===== src/rtl/bcd_pkg.sv =====
// bcd_pkg: shared types and helpers for the sequential binary-to-BCD converter.
package bcd_pkg;
   typedef enum logic [1:0] {IDLE, SHIFT, DONE} b2b_state_t;
   localparam int BCD_DIGIT_W = 4;
   // Digits of 2^w-1 = floor(w*log10(2))+1; the fixed-point log10(2) is exact enough for any practical width.
   function automatic int dec_digits_for(input int bin_width);
      return (bin_width * 30103) / 100000 + 1;
   endfunction
endpackage


===== src/rtl/bcd_digit_adjust.sv =====
// bcd_digit_adjust: double-dabble add-3 correction for one BCD digit.
module bcd_digit_adjust
   import bcd_pkg::*;
(
   input  logic [BCD_DIGIT_W-1:0] d_in,
   output logic [BCD_DIGIT_W-1:0] d_out
);
   assign d_out = (d_in >= 4'd5) ? d_in + 4'd3 : d_in;
endmodule


===== src/rtl/seq_bin_to_bcd.sv =====
// seq_bin_to_bcd: one-bit-per-clock double-dabble converter with valid/ready handshakes,
// overflow detection and leading-zero blanking.
module seq_bin_to_bcd
   import bcd_pkg::*;
#(
   parameter int BIN_WIDTH  = 16,
   parameter int DEC_DIGITS = 5,
   parameter int BLANK_LZ   = 1
) (
   input  logic                              clk,
   input  logic                              rst,
   input  logic                              in_valid,
   output logic                              in_ready,
   input  logic [BIN_WIDTH-1:0]              bin,
   output logic                              out_valid,
   input  logic                              out_ready,
   output logic [BCD_DIGIT_W*DEC_DIGITS-1:0] bcd,
   output logic [DEC_DIGITS-1:0]             blank,
   output logic                              overflow
);
   localparam int AW = BCD_DIGIT_W * DEC_DIGITS;
   localparam int CW = $clog2(BIN_WIDTH + 1);

   if (BIN_WIDTH < 2 || DEC_DIGITS < 1) begin : g_param_check
      $error("seq_bin_to_bcd: BIN_WIDTH must be >=2 and DEC_DIGITS >=1");
   end

   b2b_state_t           state_q, state_d;
   logic [BIN_WIDTH-1:0] shreg_q, shreg_d;
   logic [AW-1:0]        acc_q, acc_d, adj, acc_shift;
   logic                 ovf_q, ovf_d, ovf_shift, zero_run;
   logic [CW-1:0]        cnt_q, cnt_d;
   logic [AW-1:0]        bcd_q, bcd_d;
   logic [DEC_DIGITS-1:0] blank_q, blank_d, blank_calc;
   logic                 overflow_q, overflow_d;

   for (genvar g = 0; g < DEC_DIGITS; g++) begin : g_adj
      bcd_digit_adjust u_adj (
         .d_in  (acc_q[g*BCD_DIGIT_W +: BCD_DIGIT_W]),
         .d_out (adj[g*BCD_DIGIT_W +: BCD_DIGIT_W])
      );
   end

   assign acc_shift = {adj[AW-2:0], shreg_q[BIN_WIDTH-1]};
   // Any bit pushed out of the top digit means the value no longer fits in DEC_DIGITS.
   assign ovf_shift = ovf_q | adj[AW-1];

   always_comb begin
      blank_calc = '0;
      zero_run   = 1'b1;
      for (int i = DEC_DIGITS - 1; i >= 1; i--) begin
         zero_run      = zero_run && (acc_shift[i*BCD_DIGIT_W +: BCD_DIGIT_W] == '0);
         blank_calc[i] = zero_run && !ovf_shift && (BLANK_LZ != 0);
      end
   end

   always_comb begin
      state_d    = state_q;
      shreg_d    = shreg_q;
      acc_d      = acc_q;
      ovf_d      = ovf_q;
      cnt_d      = cnt_q;
      bcd_d      = bcd_q;
      blank_d    = blank_q;
      overflow_d = overflow_q;
      case (state_q)
         IDLE: if (in_valid) begin
            shreg_d = bin;
            acc_d   = '0;
            ovf_d   = 1'b0;
            cnt_d   = CW'(BIN_WIDTH);
            state_d = SHIFT;
         end
         SHIFT: begin
            shreg_d = shreg_q << 1;
            acc_d   = acc_shift;
            ovf_d   = ovf_shift;
            cnt_d   = cnt_q - CW'(1);
            if (cnt_q == CW'(1)) begin
               state_d    = DONE;
               bcd_d      = acc_shift;
               blank_d    = blank_calc;
               overflow_d = ovf_shift;
            end
         end
         DONE: if (out_ready) state_d = IDLE;
         default: state_d = IDLE;
      endcase
   end

   always_ff @(posedge clk or posedge rst) begin
      if (rst) begin
         state_q    <= IDLE;
         shreg_q    <= '0;
         acc_q      <= '0;
         ovf_q      <= 1'b0;
         cnt_q      <= '0;
         bcd_q      <= '0;
         blank_q    <= '0;
         overflow_q <= 1'b0;
      end else begin
         state_q    <= state_d;
         shreg_q    <= shreg_d;
         acc_q      <= acc_d;
         ovf_q      <= ovf_d;
         cnt_q      <= cnt_d;
         bcd_q      <= bcd_d;
         blank_q    <= blank_d;
         overflow_q <= overflow_d;
      end
   end

   assign in_ready  = (state_q == IDLE);
   assign out_valid = (state_q == DONE);
   assign bcd       = bcd_q;
   assign blank     = blank_q;
   assign overflow  = overflow_q;
endmodule


===== config.mk =====
export PLATFORM = sky130hd
export DESIGN_NAME = seq_bin_to_bcd
export DESIGN_NICKNAME = d
export VERILOG_FILES = /design/src/rtl/bcd_pkg.sv /design/src/rtl/bcd_digit_adjust.sv /design/src/rtl/seq_bin_to_bcd.sv
export SDC_FILE = /design/constraint.sdc
export NUM_CORES = 1
export LEC_CHECK = 0
export CAP_MARGIN = 20
export CORE_ASPECT_RATIO = 0.7
export CORE_MARGIN = 2
export CORE_UTILIZATION = 56
export CTS_BUF_LIST = sky130_fd_sc_hd__clkbuf_8
export CTS_CLUSTER_DIAMETER = 50
export DETAILED_ROUTE_END_ITERATION = 6
export PLACE_DENSITY = 0.82
export SLEW_MARGIN = 20
export SYNTH_ARGS = -nofsm -noshare
export SYNTH_HDL_FRONTEND = slang
export SYNTH_SLANG_ARGS = --single-unit

===== constraint.sdc =====
create_clock -name clk -period 3.27 [get_ports clk]
set_input_delay 0.981 -clock clk [delete_from_list [all_inputs] [get_ports clk]]
set_output_delay 0.981 -clock clk [all_outputs]
set_load 0.02 [all_outputs]

==> Implementation_results.wiki <==
{| class="wikitable"
! Metric !! Value
|-
| Initial core utilization || 58.8%
|-
| Crit path depth || 3
|-
| Kind of start point of the critical path || flop
|-
| Final critical-path setup slack || around 0.55 ns
|-
| Total routed wirelength || roughly 6900 microns
|-
| Endpoint of the worst-slack reg-to-reg timing path || blank[1]
|-
| Maximum single-stage delay on the critical path || roughly 0.60 ns
|-
| CP Buf/Inv Count || 2
|-
| Hold buffers post-CTS || 0
|-
| Crit path max-delay family || buffers and inverters
|-
| Critical path data required time || between 2 and 2.5 ns
|-
| Number of H-tree levels || 3
|-
| Pre-antenna DRT Iters || 5
|-
| Commonest register cell after synthesis || sky130_fd_sc_hd__dfrtp_1
|-
| Number of global-route vias before repair || 2672
|-
| Number of max-cap violations || 0
|-
| CTS Buffer Depth || 2
|-
| Share of the cycle needed by the critical path after routing || ~83%
|-
| Number of setup buffers added after CTS || 0
|-
| Hold Worst Slack || 0.474 ns
|-
| Capturing element type of the critical path || output port
|-
| Antenna violations before repair || 0
|-
| WL/cell || about 14 microns
|-
| Comb power frac || 44.2%
|-
| Cell Area, Synth || ~0.0034 sq mm
|-
| Area growth from synthesis to layout || 21.7%
|-
| Worst setup path startpoint || state_q[0]
|-
| Core Footprint || about 0.0058 sq mm
|-
| First-pass GRT wire length || between 10000 and 15000 microns
|-
| F_max || 368 MHz
|-
| Post-synth net total || 397
|-
| Routed met3 length || about 340 microns
|-
| Unrepaired setup endpoints after global routing || no
|-
| Via density per instance || ~5.5
|-
| Worst min-delay path class || flop to flop
|-
| Switching fraction of total power || 40.3%
|-
| Resize count post-CTS || 0
|-
| Clock-pin slew on the worst setup and hold paths || roughly 0.070 ns
|-
| Clk pwr share || around 17%
|-
| Fin Clk Skew || roughly 0.0085 ns
|-
| Sw power || ~1.6 mW
|-
| Post-route design area || around 0.0041 sq mm
|-
| Power density normalized to cell area || approximately 940 mW/mm^2
|-
| Die width || about 100 microns
|-
| Crit Path Max Fanout || 13
|-
| Async set or reset register ratio after synthesis || 100%
|-
| Status || complete, no violations
|-
| Diode count || 0
|-
| Share of synthesized area occupied by flip-flops and latches || roughly half
|-
| Worst reg2reg path depth || 7
|-
| Cell-internal power || roughly 2.3 mW
|-
| Yosys reg bits || 69
|-
| Number of nets at the end of the flow || 442
|-
| GRT overflow || 0
|-
| Overall via count from detail_route || ~2700
|-
| Full die area || slightly below 0.007 sq mm
|-
| Average footprint of a synthesized cell || approximately 9.3 sq um
|-
| Fraction of layout instances using a drive strength above 1 || between 7 and 8%
|-
| Wire length on met1 || 3290 microns
|-
| Final min period || 2.72 ns
|-
| Port buffer count || 46
|-
| Sequential fraction of design power || 38.4%
|-
| Top routing layer used || met4
|-
| Total number of clock tree sinks || a little under 70
|-
| DRC Markers || 0
|-
| Clock Tree Root || sky130_fd_sc_hd__clkbuf_8
|-
| Dpl cell area || 0.00395 sq mm
|-
| Critical R2R Launch || acc_q[16]
|-
| Total of warnings raised by yosys || 0
|-
| Final max-slew violation count || 0
|-
| Maximum vdd drop || about 420 uV
|-
| Number of rows in the core area || 23
|-
| Residual antenna-violating net count after detailed routing || 0
|-
| Post-DP HPWL || around 4600 microns
|-
| Clock tree from TritonCTS || done
|-
| Static leakage power || 1.87 nW
|-
| Number of buffers created by CTS || 9
|-
| Post-synth EDFFs || 0
|-
| Detailed-routed wire length on met2 || 3190 microns
|-
| Distinct cell type count after synthesis || 37
|-
| Pin count of the biggest net entering global routing || 70
|-
| DRT iter0 DRCs || about 170
|-
| Library cell contributing the largest single delay on the critical path || sky130_fd_sc_hd__clkdlybuf4s50_1
|-
| Utilization of the core after routing || between 70% and 80%
|-
| Post-synthesis instance total || between 300 and 400
|-
| Total routing usage reported by global routing || between 20% and 30%
|-
| Ordered cell list for the critical path || buf_4 -> nor2_1 -> clkdlybuf4s50_1
|-
| Fin. Hold Viols || 0
|-
| Final Setup Violations || 0
|-
| Slack of the worst reg-to-reg path || between 1 and 1.5 ns
|-
| Worst slack at placement || 0.650 ns
|-
| Crit path to || in_ready
|-
| Setup Total Neg Slack || 0 ns
|-
| Die height || 69.2 microns
|-
| Gp weighted congestion || between 0.7 and 0.8
|-
| Count of boundary I/O pins || 48
|-
| Crit path DAT || roughly 1.7 ns
|-
| Critical path type || flop to output port
|-
| Clk Latency, worst-skew pair || around 0.34 ns
|}
-- routing by layer --
| metal | vias up | GRT usage (%) |
|---|---|---|
| met5 | - | 0 |
| met2 | 64 | 34.5 |
| met4 | 0 | 8.61 |
| met3 | 6 | 5.95 |
| met1 | 1281 | 31.0 |
| li1 | 1347 | - |
-- layout by cell type, fill, tap and decap left out, types with 2 or more instances in the layout --
cell,Yosys,routed
sky130_fd_sc_hd__and3b_1,15,15
sky130_fd_sc_hd__clkbuf_8,0,10
sky130_fd_sc_hd__and3_1,2,2
sky130_fd_sc_hd__nor2_1,4,4
sky130_fd_sc_hd__o21ai_0,70,70
sky130_fd_sc_hd__clkinv_2,0,2
sky130_fd_sc_hd__nand3_1,5,5
sky130_fd_sc_hd__dfrtp_1,69,69
sky130_fd_sc_hd__nor3_1,10,10
sky130_fd_sc_hd__mux2_2,5,5
sky130_fd_sc_hd__inv_1,16,17
sky130_fd_sc_hd__nand2_1,66,66
sky130_fd_sc_hd__a211oi_1,3,3
sky130_fd_sc_hd__a22o_1,3,3
sky130_fd_sc_hd__a21oi_1,26,26
sky130_fd_sc_hd__xnor2_1,6,6
sky130_fd_sc_hd__nand2b_1,8,8
sky130_fd_sc_hd__buf_4,1,6
sky130_fd_sc_hd__ha_1,12,12
sky130_fd_sc_hd__nor3b_1,6,6
sky130_fd_sc_hd__nor2b_1,2,2
sky130_fd_sc_hd__clkdlybuf4s50_1,0,46
sky130_fd_sc_hd__o21bai_1,3,2
-- final cells by class --
cell class | count | area (sq um)
repair buffers | 53 | 526
flip-flops and latches | 69 | 1730
clock inverters | 6 | 55.1
clock buffers | 10 | 138
fillers | 420 | 1640
inverters | 16 | 60.1
well taps | 75 | 93.8
multi-input cells | 261 | 1540
-- flip-flops by register name, indices dropped and copies added (netlist names) --
name / cells
shreg_q: 16
state_q: 2
bcd: 20
blank: 4
acc_q: 20
ovf_q: 1
overflow: 1
cnt_q: 5
-- tightest hold or removal path: cells and delay by family, from the launching register on --
kind,cells,cell delay [ns]
simple gates,2,0.10
flops,1,0.34
-- worst min-delay path by stage --
| stage | end | cells past startpoint | slack, ns | start |
|---|---|---|---|---|
| 2_1_floorplan | shreg_q[1] | 2 | 0.45 | shreg_q[1] |
| 3_3_place_gp | bcd[19] | 1 | 0.46 | bcd[19] |
| 3_5_place_dp | blank[3] | 2 | 0.46 | blank[3] |
| 4_1_cts | blank[3] | 2 | 0.48 | blank[3] |
| 5_1_grt | bcd[3] | 2 | 0.51 | bcd[3] |
| 6_report | blank[3] | 2 | 0.47 | blank[3] |
-- cells in the mapped netlist, drive strengths merged (3+ instances only) --
cell	instances	area (sq um)
xnor2	6	52.6
dfrtp	69	1730
o21ai	70	350
a22o	3	26.3
nor3	10	50.1
inv	16	60.1
nand3	5	25.0
nor3b	6	45.0
nor2	4	15.0
o21bai	3	22.5
a211oi	3	22.5
a21oi	26	130
ha	12	150
nand2	67	254
and3b	15	131
buf	3	17.5
nand2b	8	50.1
mux2	5	56.3
clkbuf	16	60.1
-- power by group through the flow --
stage | Clock (mW) | Sequential [mW] | Combinational, mW
detailed placement | 0 | 1.51 | 1.73
global placement | 0 | 1.49 | 1.66
floorplan | 0 | 1.58 | 1.05
CTS | 0.695 | 1.50 | 1.75
finish | 0.677 | 1.50 | 1.73
global route | 0.731 | 1.56 | 1.95
-- metrics by stage --
stage / total power, mW / std cells
floorplan: 2.64 / 365
global placement: 3.16 / 474
detailed placement: 3.24 / 474
CTS: 3.94 / 490
global route: 4.24 / 490
finish: 3.91 / 490
-- cells by family after synthesis --
group,after synthesis,share of synthesized area [%]
AOI/OAI and AO/OA,111,17.8
and+or+nand+nor,124,19.1
other,1,0.110
DFF,69,50.8
muxes,6,1.95
adders and majority gates,12,4.41
xor gates and xnor gates,7,1.80
buffers and inverters,35,4.05
Note: power is estimated with default switching activity, not from simulation.
